===== config.mk =====
export PLATFORM = sky130hd
export DESIGN_NAME = audio_sample_scheduler
export DESIGN_NICKNAME = d
export VERILOG_FILES = /design/src/rtl/audio_sample_scheduler_pkg.sv /design/src/rtl/audio_sample_scheduler_rate_tick.sv /design/src/rtl/audio_sample_scheduler.sv
export SDC_FILE = /design/constraint.sdc
export NUM_CORES = 1
export LEC_CHECK = 0
export ABC_AREA = 1
export CORE_MARGIN = 8
export CORE_UTILIZATION = 45
export CTS_BUF_LIST = sky130_fd_sc_hd__clkbuf_8
export DETAILED_ROUTE_END_ITERATION = 16
export DONT_BUFFER_PORTS = 1
export GPL_ROUTABILITY_DRIVEN = 0
export GPL_TIMING_DRIVEN = 0
export SKIP_CTS_REPAIR_TIMING = 1
export SYNTH_ARGS = -nofsm -noshare
export SYNTH_HDL_FRONTEND = slang
export SYNTH_SLANG_ARGS = --single-unit

===== constraint.sdc =====
create_clock -name clk -period 2.4 [get_ports clk]
set_input_delay 0.36 -clock clk [delete_from_list [all_inputs] [get_ports clk]]
set_output_delay 0.36 -clock clk [all_outputs]
set_load 0.005 [all_outputs]

===== src/rtl/audio_sample_scheduler_pkg.sv =====
// audio_sample_scheduler_pkg: shared widths, thresholds and FSM state encoding for the sample scheduler
package audio_sample_scheduler_pkg;
   localparam int DEF_DATA_W = 32;
   localparam int DEF_ADC_W = 24;
   localparam int DEF_OUT_W = 12;
   localparam int DEF_DIV_W = 16;
   localparam int DEF_CNT_W = 10;
   localparam int MIN_FIFO_WORDS = 2;
   localparam int MIN_DIV_FIFO = 4;
   typedef enum logic [2:0] {
      ST_IDLE,
      ST_WAIT,
      ST_RD_L,
      ST_RD_R,
      ST_CAP_R
   } state_e;
endpackage


===== src/rtl/audio_sample_scheduler_rate_tick.sv =====
// rate_tick_gen: sample-period counter, one-cycle tick at cnt==div, new div picked up only at wrap
module rate_tick_gen #(
   parameter int DIV_W = 16
) (
   input  logic             clk,
   input  logic             reset,
   input  logic             clear,
   input  logic [DIV_W-1:0] div,
   output logic             tick
);
   logic [DIV_W-1:0] cnt_q, cnt_d, div_q, div_d;
   assign tick = !clear && cnt_q == div_q;
   always_comb begin
      cnt_d = clear || tick ? '0 : cnt_q + 1'b1;
      div_d = clear || tick ? div : div_q;
   end
   always_ff @(posedge clk) begin
      if (reset) begin
         cnt_q <= '0;
         div_q <= '0;
      end else begin
         cnt_q <= cnt_d;
         div_q <= div_d;
      end
   end
endmodule


===== src/rtl/audio_sample_scheduler.sv =====
// audio_sample_scheduler: per-period FIFO stereo mid-mix or ADC capture, presented as one OUT_W sample with a valid strobe
module audio_sample_scheduler
   import audio_sample_scheduler_pkg::*;
#(
   parameter int DATA_W = DEF_DATA_W,
   parameter int ADC_W = DEF_ADC_W,
   parameter int OUT_W = DEF_OUT_W,
   parameter int DIV_W = DEF_DIV_W,
   parameter int CNT_W = DEF_CNT_W
) (
   input  logic              clk,
   input  logic              reset,
   input  logic              enable,
   input  logic              src_sel,
   input  logic [DIV_W-1:0]  div,
   input  logic [DATA_W-1:0] fifo_dout,
   input  logic [CNT_W-1:0]  fifo_count,
   output logic              fifo_rd_en,
   input  logic [ADC_W-1:0]  adc_data,
   output logic [OUT_W-1:0]  sample,
   output logic              sample_valid,
   input  logic              status_clr,
   output logic              underrun,
   output logic              overrun
);
   state_e            state_q, state_d;
   logic [DATA_W-1:0] left_q, left_d, right_q, right_d;
   logic [OUT_W-1:0]  sample_q, sample_d;
   logic              valid_q, valid_d, rd_q, rd_d, under_q, under_d, over_q, over_d;
   logic              tick;
   logic [DATA_W:0]   pair_sum, hold_sum;
   logic              unused_bits;

   rate_tick_gen #(.DIV_W(DIV_W)) u_tick (
      .clk  (clk),
      .reset(reset),
      .clear(state_q == ST_IDLE),
      .div  (div),
      .tick (tick)
   );

   // One extra bit keeps the signed sum exact; its top OUT_W bits equal the halved mix's MSBs
   assign pair_sum = {left_q[DATA_W-1], left_q} + {fifo_dout[DATA_W-1], fifo_dout};
   assign hold_sum = {left_q[DATA_W-1], left_q} + {right_q[DATA_W-1], right_q};
   assign unused_bits = ^{pair_sum[DATA_W-OUT_W:0], hold_sum[DATA_W-OUT_W:0], adc_data[ADC_W-OUT_W-1:0]};

   always_comb begin
      state_d = state_q;
      left_d = left_q;
      right_d = right_q;
      sample_d = sample_q;
      valid_d = 1'b0;
      under_d = under_q & ~status_clr;
      over_d = over_q & ~status_clr;
      case (state_q)
         ST_IDLE: state_d = enable ? ST_WAIT : ST_IDLE;
         ST_WAIT: begin
            if (!enable) begin
               state_d = ST_IDLE;
            end else if (tick) begin
               if (!src_sel) begin
                  sample_d = adc_data[ADC_W-1 -: OUT_W];
                  valid_d = 1'b1;
               end else if (fifo_count >= CNT_W'(MIN_FIFO_WORDS)) begin
                  state_d = ST_RD_L;
               end else begin
                  sample_d = hold_sum[DATA_W -: OUT_W];
                  valid_d = 1'b1;
                  under_d = 1'b1;
               end
            end
         end
         ST_RD_L: state_d = ST_RD_R;
         ST_RD_R: begin
            left_d = fifo_dout;
            state_d = ST_CAP_R;
         end
         ST_CAP_R: begin
            right_d = fifo_dout;
            sample_d = pair_sum[DATA_W -: OUT_W];
            valid_d = 1'b1;
            state_d = enable ? ST_WAIT : ST_IDLE;
         end
         default: state_d = ST_IDLE;
      endcase
      // A tick during a pair read is dropped; the pair itself is never disturbed
      if (tick && state_q inside {ST_RD_L, ST_RD_R, ST_CAP_R}) over_d = 1'b1;
      rd_d = state_d == ST_RD_L || state_d == ST_RD_R;
   end

   always_ff @(posedge clk) begin
      if (reset) begin
         state_q <= ST_IDLE;
         left_q <= '0;
         right_q <= '0;
         sample_q <= '0;
         valid_q <= 1'b0;
         rd_q <= 1'b0;
         under_q <= 1'b0;
         over_q <= 1'b0;
      end else begin
         state_q <= state_d;
         left_q <= left_d;
         right_q <= right_d;
         sample_q <= sample_d;
         valid_q <= valid_d;
         rd_q <= rd_d;
         under_q <= under_d;
         over_q <= over_d;
      end
   end

   assign fifo_rd_en = rd_q;
   assign sample = sample_q;
   assign sample_valid = valid_q;
   assign underrun = under_q;
   assign overrun = over_q;
endmodule


==> metrics.csv <==
stage,metric,value,unit
place,post-detail-place hpwl,21200,um
floorplan,Core Footprint,0.0178,mm2
floorplan,Row Count,49,
floorplan,height of the chip,150,um
timing,fraction of the cycle the final worst path needs,93.6,%
pwr,PwrDens,451,mW/mm2
timing,unrepaired setup endpoints after global routing,no,
critical_path,Crit Path Class,reg -> reg,
drt,routed wirelength normalized by instance count,16.1,um
timing,maximum frequency from static timing analysis,445,MHz
timing,transition time at the pin with the least slew margin,0.822,ns
global_routing,via count of the first global-routing pass,7809,
clocking,Clock Root Buffer,sky130_fd_sc_hd__clkbuf_8,
clocking,deepest clock path buffer count,2,
critical_path,highest fanout seen on the critical path,4,
finish,Antenna Cells,0,
pwr,switching power of the nets,1090,uW
timing,max-slew violations,0,
critical_path,largest incremental delay on the critical path,0.37,ns
clocking,Inserted Clock Buffers,17,
critical_path,CP dominant cell by count,sky130_fd_sc_hd__nand2_1,
drt,DRC viols,0,
outcome,run status,"finished, final reports clean",
floorplan,overall die area,0.0225,mm2
finish,fraction of layout cells with a size suffix above 1,4.28,%
run,number of max-cap violations,0,
pwr,overall power of the completed layout,3950,uW
timing,worst clock skew,0.0176,ns
finish,utilization after layout,49.2,%
pwr,switching share of power,27.7,%
critical_path,Critical-path top delay cell,sky130_fd_sc_hd__ha_1,
critical_path,endpoint class of the critical path,flop,
drt,"antenna viol nets, final",0,
critical_path,data required time at the worst endpoint,2.77,ns
synthesis,netlist area before placement,0.00809,mm2
global_routing,maximum number of pins on one net before global-route repair,17,
global_routing,remaining global-route overflow,0,
critical_path,cell family with most CP delay,simple AND/OR/NAND/NOR gates,
timing,final hold violations,0,
timing,normalized max-slew margin,45.2,%
critical_path,ordered cell list for the critical path,"ha_1, nand2_1, nor2_1, inv_1, nor3_1, nand4_1, nand2_1, nand2_1, nand3_1, nand3_1, nand2_1, inv_1",
clocking,source-to-sink clock delay at the later pin of the worst-skew pair,0.46,ns
drt,Pre-antenna DRT Iters,8,
min_path,Hold Crit Class,in -> reg,
synthesis,commonest register cell after synthesis,sky130_fd_sc_hd__dfxtp_1,
synthesis,average instance area after synthesis,6.12,um2
finish,"commonest cells after routing, fill and taps aside","302 x sky130_fd_sc_hd__nor2_1, 292 x sky130_fd_sc_hd__nand2_1, 130 x sky130_fd_sc_hd__inv_1, 120 x sky130_fd_sc_hd__o21ai_0, 115 x sky130_fd_sc_hd__dfxtp_1",
synthesis,gate count after technology mapping,1323,
clocking,clock sink count,115,
pwr,Internal Power,2860,uW
finish,nets,1492,
synthesis,"Warnings, synthesis",0,
timing,final setup fails,0,
pwr,proportion of power drawn by the clock network,43.3,%
floorplan,initial cell density of the core,45.5,%
floorplan,number of ports placed on the die boundary,103,
synthesis,"Seq/Total Area, Yosys",28.5,%
global_routing,first-pass GRT wire length,40300,um
finish,"most common cell after layout, fill and taps aside",sky130_fd_sc_hd__nor2_1,
finish,signed area change from the synthesized netlist to the final layout,8.17,%
drt,via density per instance,5.24,
critical_path,data arrival at the endpoint of the critical path,2.61,ns
clocking,TritonCTS clock tree,done,
floorplan,floorplan die width,150,um
global_routing,overall fraction of global-route tracks in use,23.0,%
critical_path,count of buffering cells on the critical path with inverters included,2,
global_routing,number of antenna violations at the first check in global routing,0,
pwr,P_leak,0.00405,uW
pwr,share of power burned in registers,49.3,%
synthesis,fraction of registers with async set/reset,0,%
place,Port Buffers,0,
drt,Total Wirelength,25600,um
synthesis,number of nets in the synthesized netlist,1473,
timing,final-layout setup total negative slack,0,ns
synthesis,number of distinct library cells after synthesis,37,
critical_path,Critical Path Source Type,flop,
timing,Final min period,2.25,ns
place,worst setup slack after placement,0.0861,ns
drt,total vias in the final route,8297,
drt,DRC marker count from the first detailed-route iteration,610,
clocking,clock transition at the registers of the reported paths,0.09,ns
timing,post-route setup slack,0.154,ns
synthesis,"EDFF count, synth",0,
pwr,combinational share of power,7.4,%
synthesis,Seq cells post-synth,115,
pwr,VDD IR-drop max,0.000303,V
clocking,Max H-tree Level,4,
==> worst paths after layout <==
| kind | from | endpoint | slack (ns) | cells past startpoint |
|---|---|---|---|---|
| worst min-delay path | div[8] | u_tick.div_q[8]$_SDFFE_PP0P_ | 0.04 | 2 |
| worst max register to register | left_q[18]$_SDFFE_PP0P_ | sample[4]$_SDFFE_PP0P_ | 0.15 | 12 |
| worst max-delay path | left_q[18]$_SDFFE_PP0P_ | sample[4]$_SDFFE_PP0P_ | 0.15 | 12 |
| worst min register to register | u_tick.div_q[4]$_SDFFE_PP0P_ | u_tick.div_q[4]$_SDFFE_PP0P_ | 0.48 | 2 |
==> final cells by class <==
cell class | instances | area [um2]
buffer | 35 | 153
clock buffer | 17 | 234
clock inverter | 15 | 134
fill | 1921 | 9030
inverter | 133 | 499
multi-input combinational | 1040 | 5140
sequential | 115 | 2300
tap | 229 | 287
==> power by group through the flow <==
| stage | Combinational [uW] | Clock (uW) | Sequential (uW) |
|---|---|---|---|
| final | 291 | 1710 | 1950 |
| after CTS | 293 | 1750 | 1950 |
| after floorplan | 220 | 0 | 1990 |
| after detailed placement | 291 | 0 | 1990 |
| after global placement | 289 | 0 | 1990 |
| after global routing | 338 | 1840 | 1950 |
==> cells in the mapped netlist (2+ instances only) <==
master,n,area share [%]
sky130_fd_sc_hd__clkbuf_1,23,1.1
sky130_fd_sc_hd__o21ai_0,121,7.5
sky130_fd_sc_hd__inv_1,129,6.0
sky130_fd_sc_hd__nand3_1,79,4.9
sky130_fd_sc_hd__nor3b_1,4,0.37
sky130_fd_sc_hd__nand4_1,14,1.1
sky130_fd_sc_hd__xnor2_1,15,1.6
sky130_fd_sc_hd__buf_1,4,0.19
sky130_fd_sc_hd__a31oi_1,3,0.23
sky130_fd_sc_hd__nand3b_1,3,0.28
sky130_fd_sc_hd__nor2_2,3,0.23
sky130_fd_sc_hd__buf_2,5,0.31
sky130_fd_sc_hd__ha_1,63,9.7
sky130_fd_sc_hd__dfxtp_1,115,28
sky130_fd_sc_hd__buf_4,2,0.19
sky130_fd_sc_hd__nand2_1,293,14
sky130_fd_sc_hd__nor4_1,4,0.31
sky130_fd_sc_hd__a21boi_0,3,0.28
sky130_fd_sc_hd__nand3_2,3,0.37
sky130_fd_sc_hd__a21o_1,6,0.56
sky130_fd_sc_hd__inv_2,4,0.19
sky130_fd_sc_hd__nor3_1,17,1.1
sky130_fd_sc_hd__o21bai_1,7,0.65
sky130_fd_sc_hd__a21oi_1,84,5.2
sky130_fd_sc_hd__nor2_1,302,14
sky130_fd_sc_hd__xor2_1,4,0.43
sky130_fd_sc_hd__nand2_2,3,0.23
==> cells by family after synthesis <==
group,synth area share (%)
DFF,28.5
adders and majority gates,9.74
and+or+nand+nor,37.0
buffers and inverters,8.06
AOI/OAI and AO/OA,14.7
xor gates and xnor gates,2.06
==> per-layer routing <==
metal	track usage, %	share of wire [%]	vias up
li1	-	-	4325
met1	29.0	45	3702
met2	38.2	46	232
met3	4.84	6.3	38
met4	8.00	2.6	0
met5	0	0	-
==> per-stage QoR <==
stage / cells / hold WS (ns) / cell area, um2
finish: 1584 / 0.0384 / 8750
global route: 1584 / 0.0166 / 8750
CTS: 1584 / 0.0178 / 8740
detailed placement: 1552 / 0.471 / 8380
global placement: 1552 / 0.466 / 8380
floorplan: 1323 / 0.444 / 8090
==> flip-flops by register name, indices dropped and copies added (netlist names) <==
| register | count |
|---|---|
| left_q | 32 |
| fifo_rd_en | 1 |
| underrun | 1 |
| state_q | 3 |
| u_tick.cnt_q | 16 |
| sample | 12 |
| sample_valid | 1 |
| u_tick.div_q | 16 |
| overrun | 1 |
| right_q | 32 |
Note: power is estimated with default switching activity, not from simulation.
